===== src/rtl/float_pkg.sv =====
// -----------------------------------------------------------------------------
// float_pkg
//
// Shared types and constants for the G.726 float <-> linear conversion blocks.
//   float11_t   : 11-bit floating-point operand {sign, 4-bit exponent, 6-bit mantissa}
//   dq15_t      : 15-bit sign-magnitude linear value {sign, 14-bit magnitude}
//   MAX_EXP     : largest legal exponent
//   MANT_ZERO   : mantissa used to encode a zero magnitude (exp=0, mant=32)
//   f2d_state_t : control states of the iterative float-to-linear shifter
// -----------------------------------------------------------------------------
package float_pkg;

  typedef struct packed {
    logic       sgn;
    logic [3:0] exp;
    logic [5:0] mant;
  } float11_t;

  typedef struct packed {
    logic        sgn;
    logic [13:0] mag;
  } dq15_t;

  localparam int         MAX_EXP   = 14;
  localparam logic [5:0] MANT_ZERO = 6'd32;

  typedef enum logic [1:0] {
    IDLE  = 2'd0,
    SHIFT = 2'd1,
    DONE  = 2'd2
  } f2d_state_t;

endpackage : float_pkg


===== src/rtl/float_to_dq.sv =====
// -----------------------------------------------------------------------------
// float_to_dq
//
// Re-expands an 11-bit G.726 floating-point operand into a 15-bit
// sign-magnitude linear value: magnitude = (mant << exp) >> 6, sign passed
// through unchanged (negative zero included). The left shift is done one bit
// per clock in a 20-bit accumulator; one operand is in flight at a time.
//
// Ports
//   clk                 system clock, rising edge
//   reset               synchronous, active-high reset
//   in_valid / in_ready input handshake; in_dq0 = {sgn, exp[3:0], mant[5:0]}
//   out_valid/ out_ready output handshake; out_dq = {sgn, mag[13:0]}
//   out_err             (FLOAT2DQ_CHECK_EN only) operand error, valid with out_valid
//   scan_in0..4, scan_enable, test_mode   DFT inputs, functionally unused
//   scan_out0..4        DFT outputs, tied low until scan insertion
//
// Configuration macro
//   FLOAT2DQ_CHECK_EN : adds out_err. Unnormalised mantissas (mant[5]==0)
//                       flag an error and return magnitude 0; exponents above
//                       MAX_EXP flag an error and saturate to 14'h3FFF.
//                       Without it, large exponents are clamped to MAX_EXP
//                       and unnormalised mantissas are converted as-is.
// -----------------------------------------------------------------------------
module float_to_dq
  import float_pkg::*;
#(
  parameter int MAX_EXP = float_pkg::MAX_EXP,
  parameter int ACC_W   = 20
) (
  input  logic        clk,
  input  logic        reset,
  input  logic        in_valid,
  output logic        in_ready,
  input  logic [10:0] in_dq0,
  output logic        out_valid,
  input  logic        out_ready,
  output logic [14:0] out_dq,
`ifdef FLOAT2DQ_CHECK_EN
  output logic        out_err,
`endif
  input  logic        scan_in0,
  input  logic        scan_in1,
  input  logic        scan_in2,
  input  logic        scan_in3,
  input  logic        scan_in4,
  input  logic        scan_enable,
  input  logic        test_mode,
  output logic        scan_out0,
  output logic        scan_out1,
  output logic        scan_out2,
  output logic        scan_out3,
  output logic        scan_out4
);

  localparam logic [3:0] MAX_EXP_4 = 4'(MAX_EXP);

  // DFT pins are stitched at scan insertion; functionally they do nothing.
  logic unused_dft;
  assign unused_dft = ^{scan_in0, scan_in1, scan_in2, scan_in3, scan_in4,
                        scan_enable, test_mode};
  assign scan_out0 = 1'b0;
  assign scan_out1 = 1'b0;
  assign scan_out2 = 1'b0;
  assign scan_out3 = 1'b0;
  assign scan_out4 = 1'b0;

  float11_t in_f;
  assign in_f = float11_t'(in_dq0);

  // State and datapath registers
  f2d_state_t       state_q, state_d;
  logic [ACC_W-1:0] acc_q, acc_d;
  logic [3:0]       cnt_q, cnt_d;
  logic             sgn_q, sgn_d;
  dq15_t            out_dq_q, out_dq_d;
  logic             in_ready_q, in_ready_d;
  logic             out_valid_q, out_valid_d;
`ifdef FLOAT2DQ_CHECK_EN
  logic             ovf_q, ovf_d;
  logic             unnorm_q, unnorm_d;
  logic             out_err_q, out_err_d;
`endif

  // Combinational helpers
  logic [ACC_W-1:0] acc_load;
  logic [ACC_W-1:0] acc_shl;
  logic [3:0]       exp_clamped;
  logic             accept;

  // Finishing path: selected source of the result written into out_dq
  logic             fin;
  logic [ACC_W-1:0] fin_acc;
  logic             fin_sgn;
  logic [13:0]      fin_mag;
`ifdef FLOAT2DQ_CHECK_EN
  logic             fin_ovf;
  logic             fin_unnorm;
`endif

  assign acc_load    = {{(ACC_W-6){1'b0}}, in_f.mant};
  assign acc_shl     = acc_q << 1;
  assign exp_clamped = (in_f.exp > MAX_EXP_4) ? MAX_EXP_4 : in_f.exp;
  assign accept      = in_valid & in_ready_q;

  always_comb begin
    state_d     = state_q;
    acc_d       = acc_q;
    cnt_d       = cnt_q;
    sgn_d       = sgn_q;
    out_dq_d    = out_dq_q;
`ifdef FLOAT2DQ_CHECK_EN
    ovf_d       = ovf_q;
    unnorm_d    = unnorm_q;
    out_err_d   = out_err_q;
    fin_ovf     = ovf_q;
    fin_unnorm  = unnorm_q;
`endif
    fin         = 1'b0;
    fin_acc     = acc_shl;
    fin_sgn     = sgn_q;
    fin_mag     = '0;

    case (state_q)
      IDLE: begin
        if (accept) begin
          sgn_d    = in_f.sgn;
          acc_d    = acc_load;
          cnt_d    = exp_clamped;
`ifdef FLOAT2DQ_CHECK_EN
          ovf_d    = (in_f.exp > MAX_EXP_4);
          unnorm_d = ~in_f.mant[5];
`endif
          if (in_f.exp == 4'd0) begin
            // Nothing to shift: the result is ready on the accept edge.
            fin        = 1'b1;
            fin_acc    = acc_load;
            fin_sgn    = in_f.sgn;
`ifdef FLOAT2DQ_CHECK_EN
            fin_ovf    = 1'b0;
            fin_unnorm = ~in_f.mant[5];
`endif
          end else begin
            state_d = SHIFT;
          end
        end
      end

      SHIFT: begin
        acc_d = acc_shl;
        cnt_d = cnt_q - 4'd1;
        // Final shift and the move to DONE share one edge.
        if (cnt_q == 4'd1) begin
          fin = 1'b1;
        end
      end

      DONE: begin
        if (out_ready) begin
          state_d = IDLE;
        end
      end

      default: begin
        state_d = IDLE;
      end
    endcase

    if (fin) begin
      state_d = DONE;
      fin_mag = fin_acc[6 +: 14];
`ifdef FLOAT2DQ_CHECK_EN
      if (fin_ovf) begin
        fin_mag = 14'h3FFF;
      end else if (fin_unnorm) begin
        fin_mag = 14'h0000;
      end
      out_err_d = fin_ovf | fin_unnorm;
`endif
      out_dq_d.sgn = fin_sgn;
      out_dq_d.mag = fin_mag;
    end

    // Handshake flags are a decode of the next state, so both are registered
    // and in_ready has no combinational dependence on out_ready.
    in_ready_d  = (state_d == IDLE);
    out_valid_d = (state_d == DONE);
  end

  always_ff @(posedge clk) begin
    if (reset) begin
      state_q     <= IDLE;
      acc_q       <= '0;
      cnt_q       <= '0;
      sgn_q       <= 1'b0;
      out_dq_q    <= '0;
      in_ready_q  <= 1'b1;
      out_valid_q <= 1'b0;
`ifdef FLOAT2DQ_CHECK_EN
      ovf_q       <= 1'b0;
      unnorm_q    <= 1'b0;
      out_err_q   <= 1'b0;
`endif
    end else begin
      state_q     <= state_d;
      acc_q       <= acc_d;
      cnt_q       <= cnt_d;
      sgn_q       <= sgn_d;
      out_dq_q    <= out_dq_d;
      in_ready_q  <= in_ready_d;
      out_valid_q <= out_valid_d;
`ifdef FLOAT2DQ_CHECK_EN
      ovf_q       <= ovf_d;
      unnorm_q    <= unnorm_d;
      out_err_q   <= out_err_d;
`endif
    end
  end

  assign in_ready  = in_ready_q;
  assign out_valid = out_valid_q;
  assign out_dq    = out_dq_q;
`ifdef FLOAT2DQ_CHECK_EN
  assign out_err   = out_err_q;
`endif

endmodule : float_to_dq


===== config.mk =====
export PLATFORM = sky130hd
export DESIGN_NAME = float_to_dq
export DESIGN_NICKNAME = d
export VERILOG_FILES = /design/src/rtl/float_pkg.sv /design/src/rtl/float_to_dq.sv
export SDC_FILE = /design/constraint.sdc
export NUM_CORES = 1
export LEC_CHECK = 0
export ABC_AREA = 1
export CORE_MARGIN = 1
export CORE_UTILIZATION = 41
export DETAILED_ROUTE_END_ITERATION = 8
export PLACE_DENSITY = 0.78
export SYNTH_ARGS = -nofsm -noshare
export SYNTH_HDL_FRONTEND = slang
export SYNTH_SLANG_ARGS = --single-unit
export TNS_END_PERCENT = 10

===== constraint.sdc =====
create_clock -name clk -period 1.37 [get_ports clk]
set_input_delay 0.137 -clock clk [delete_from_list [all_inputs] [get_ports clk]]
set_output_delay 0.137 -clock clk [all_outputs]
set_load 0.05 [all_outputs]

==> flow_metrics.env <==
export IMPL_finalHoldViolations=0
export IMPL_wl_met3_um=281
export IMPL_clockBufferDepth=2
export IMPL_arrival_ns=1.57
export IMPL_crit_path_end_kind="register"
export IMPL_globalplace_congestion=0.831
export IMPL_syn_cell_area_um2=1940
export IMPL_drv_cap=0
export IMPL_rows=24
export IMPL_antenna_found_initial=0
export IMPL_vias_per_cell=4.97
export IMPL_crit_end="out_dq[1]"
export IMPL_ios=44
export IMPL_avgSynthCellArea_um2=6.99
export IMPL_holdCritPathClass="in -> reg"
export IMPL_total_power_mw=3.21
export IMPL_dr_pass1_iters=6
export IMPL_place_ws_ns=-0.154
export IMPL_grtUsageTotal_pct=17.6
export IMPL_grt_overflow=0
export IMPL_core_um2=4440
export IMPL_hold_slack_ns=0.394
export IMPL_cp_required_ns=1.60
export IMPL_die_w_um=70.8
export IMPL_final_cell_count_no_fill=381
export IMPL_layout_commonest_cell="nand2_1"
export IMPL_slowest_delay_ns=0.34
export IMPL_drive_gt1_share_pct=21.9
export IMPL_r2r_end="out_dq[1]"
export IMPL_cts_made_buffers=5
export IMPL_cts_root_buf="clkbuf_8"
export IMPL_yosys_warnings=0
export IMPL_clock_sinks=43
export IMPL_dp_cells=363
export IMPL_met2RoutedLength_um=2420
export IMPL_status="finished, final reports clean"
export IMPL_reg2regPathDepth=10
export IMPL_ir_worst_vdd_mv=0.674
export IMPL_drc=0
export IMPL_dp_hpwl_um=2840
export IMPL_wl_per_cell_um=12.5
export IMPL_tns_ns=0
export IMPL_fillCellCount=346
export IMPL_ys_ff_latch=43
export IMPL_crit_cells=10
export IMPL_grt_pass1_wl_um=7070
export IMPL_drt_iter0_markers=120
export IMPL_startpoint="cnt_q[1]"
export IMPL_crit_slowest_cell="dfxtp_2"
export IMPL_timing_final_ws_setup_ns=0.0345
export IMPL_layout_common_cells="nand2_1, dfxtp_1, nor2_1"
export IMPL_cts_tree="built"
export IMPL_ant_nets=0
export IMPL_h_tree_depth=2
export IMPL_nNetsFinal=352
export IMPL_area_growth_pct=43.6
export IMPL_fin_crit_ns=1.34
export IMPL_io_buffers=31
export IMPL_synthCells=278
export IMPL_p_comb_share_pct=30.7
export IMPL_routed_top_layer="met4"
export IMPL_critPathKind="reg -> reg"
export IMPL_fin_area_um2=2790
export IMPL_slew_violations=0
export IMPL_ys_seq_area_share_pct=44.3
export IMPL_cp_start_kind="register"
export IMPL_cp_num_buf_inv=3
export IMPL_powerDensity_nw_per_um2=1150
export IMPL_max_freq_mhz=749
export IMPL_dpl_cell_area_um2=2500
export IMPL_path_clk_slew_ns=0.09
export IMPL_p_sw_mw=1.07
export IMPL_power_internal_mw=2.14
export IMPL_grt_pass1_vias=1672
export IMPL_pwr_share_seq_pct=44.2
export IMPL_die_area_um2=5020
export IMPL_timing_rr_start="cnt_q[1]"
export IMPL_worstPathCellList="inv_2 > ha_4 > nand2_4 > nor2_4 > nor2_4 > buf_12 > buf_6 > nand2_1 > nand2_1 > nor2_1"
export IMPL_rrSetupSlack_ns=0.03
export IMPL_netSwitchingFraction_pct=33.4
export IMPL_routed_via_count=1893
export IMPL_wl_met1_um=2000
export IMPL_p_leak_nw=1.25
export IMPL_utilization_pct=62.8
export IMPL_period_share_pct=97.5
export IMPL_skew_ns=0.00923
export IMPL_wirelength_um=4780
export IMPL_initial_core_util_pct=43.7
export IMPL_finalSetupViolations=0
export IMPL_diodes=0
export IMPL_cp_top_family="simple AND/OR/NAND/NOR gates"
export IMPL_netlist_cell_type_count=24
export IMPL_cts_hold_buf=0
export IMPL_grt_max_degree=25
export IMPL_pwr_share_clk_pct=25.1
export IMPL_die_h_um=70.8
export IMPL_clk_latency_ns=0.30
export IMPL_path_max_fanout=7
==> cells in the mapped netlist (all sizes together) <==
library cell  number  area, um^2
nor3               1        5.00
conb               1        3.75
dfxtp             43         861
o211ai             4        30.0
o21ai             19        95.1
nand2             93         359
clkbuf             2        7.51
buf               15         108
ha                 2        25.0
nand3b             2        15.0
xor2               1        8.76
a21oi             20         100
nand3              7        40.0
inv               26        97.6
nor2              41         184
clkinv             1        3.75
==> worst min path at each step <==
stage,startpoint,endpoint,cells after the start
floorplan,in_dq0[0],acc_q[0],2
global placement,acc_q[1],acc_q[1],2
detailed placement,acc_q[1],acc_q[1],2
CTS,in_dq0[0],acc_q[0],3
global route,in_dq0[0],acc_q[0],3
finish,in_dq0[0],acc_q[0],3
==> worst min-delay path, stage by stage <==
cell and delay (ns):
clkdlybuf4s50_1 0.40, nand2_1 0.06, a21oi_1 0.06
==> layer usage <==
metal,vias up,GRT usage (%)
li1,953,-
met1,863,21.9
met4,0,5.78
met3,9,3.99
met2,68,30.3
met5,-,0
==> layout make-up <==
type | count | area (um^2) | share of cell area, %
clock buffers | 5 | 68.8 | 2.47
clock inverters | 3 | 20.0 | 0.717
inverters | 27 | 104 | 3.72
multi-input cells | 196 | 941 | 33.7
flip-flops and latches | 43 | 866 | 31.0
well taps | 52 | 65.1 | 2.33
repair buffers | 55 | 726 | 26.0
==> what timing repair did <==
| item | 4_1_cts | 5_1_grt |
|---|---|---|
| pin swaps | 1 | 8 |
| buffers inserted | 0 | 9 |
| setup endpoints to repair | 10 | 33 |
| cloned | 0 | 1 |
| gates resized for setup | 0 | 24 |
==> logic make-up after synthesis <==
kind of cell	synth area share, %
AND/OR/NAND/NOR	31.0
XOR/XNOR	0.451
flip-flops	44.3
adder cells (fa/ha/maj)	1.29
other	0.193
AO/OA/AOI/OAI	11.6
buffers and inverters	11.1
==> power by group through the flow <==
stage	sequential [mW]	combinational (mW)	clock (mW)
floorplan	1.52	0.413	0
global placement	1.43	0.785	0
detailed placement	1.43	0.801	0
CTS	1.40	0.807	0.819
global route	1.43	1.05	0.860
finish	1.42	0.986	0.806
==> flip-flops by register name, indices dropped and copies added, names as in the netlist <==
register	cells
cnt_q	4
in_ready	1
state_q	2
out_valid	1
sgn_q	1
out_dq	15
acc_q	19
(Power assumes the default switching activity.)
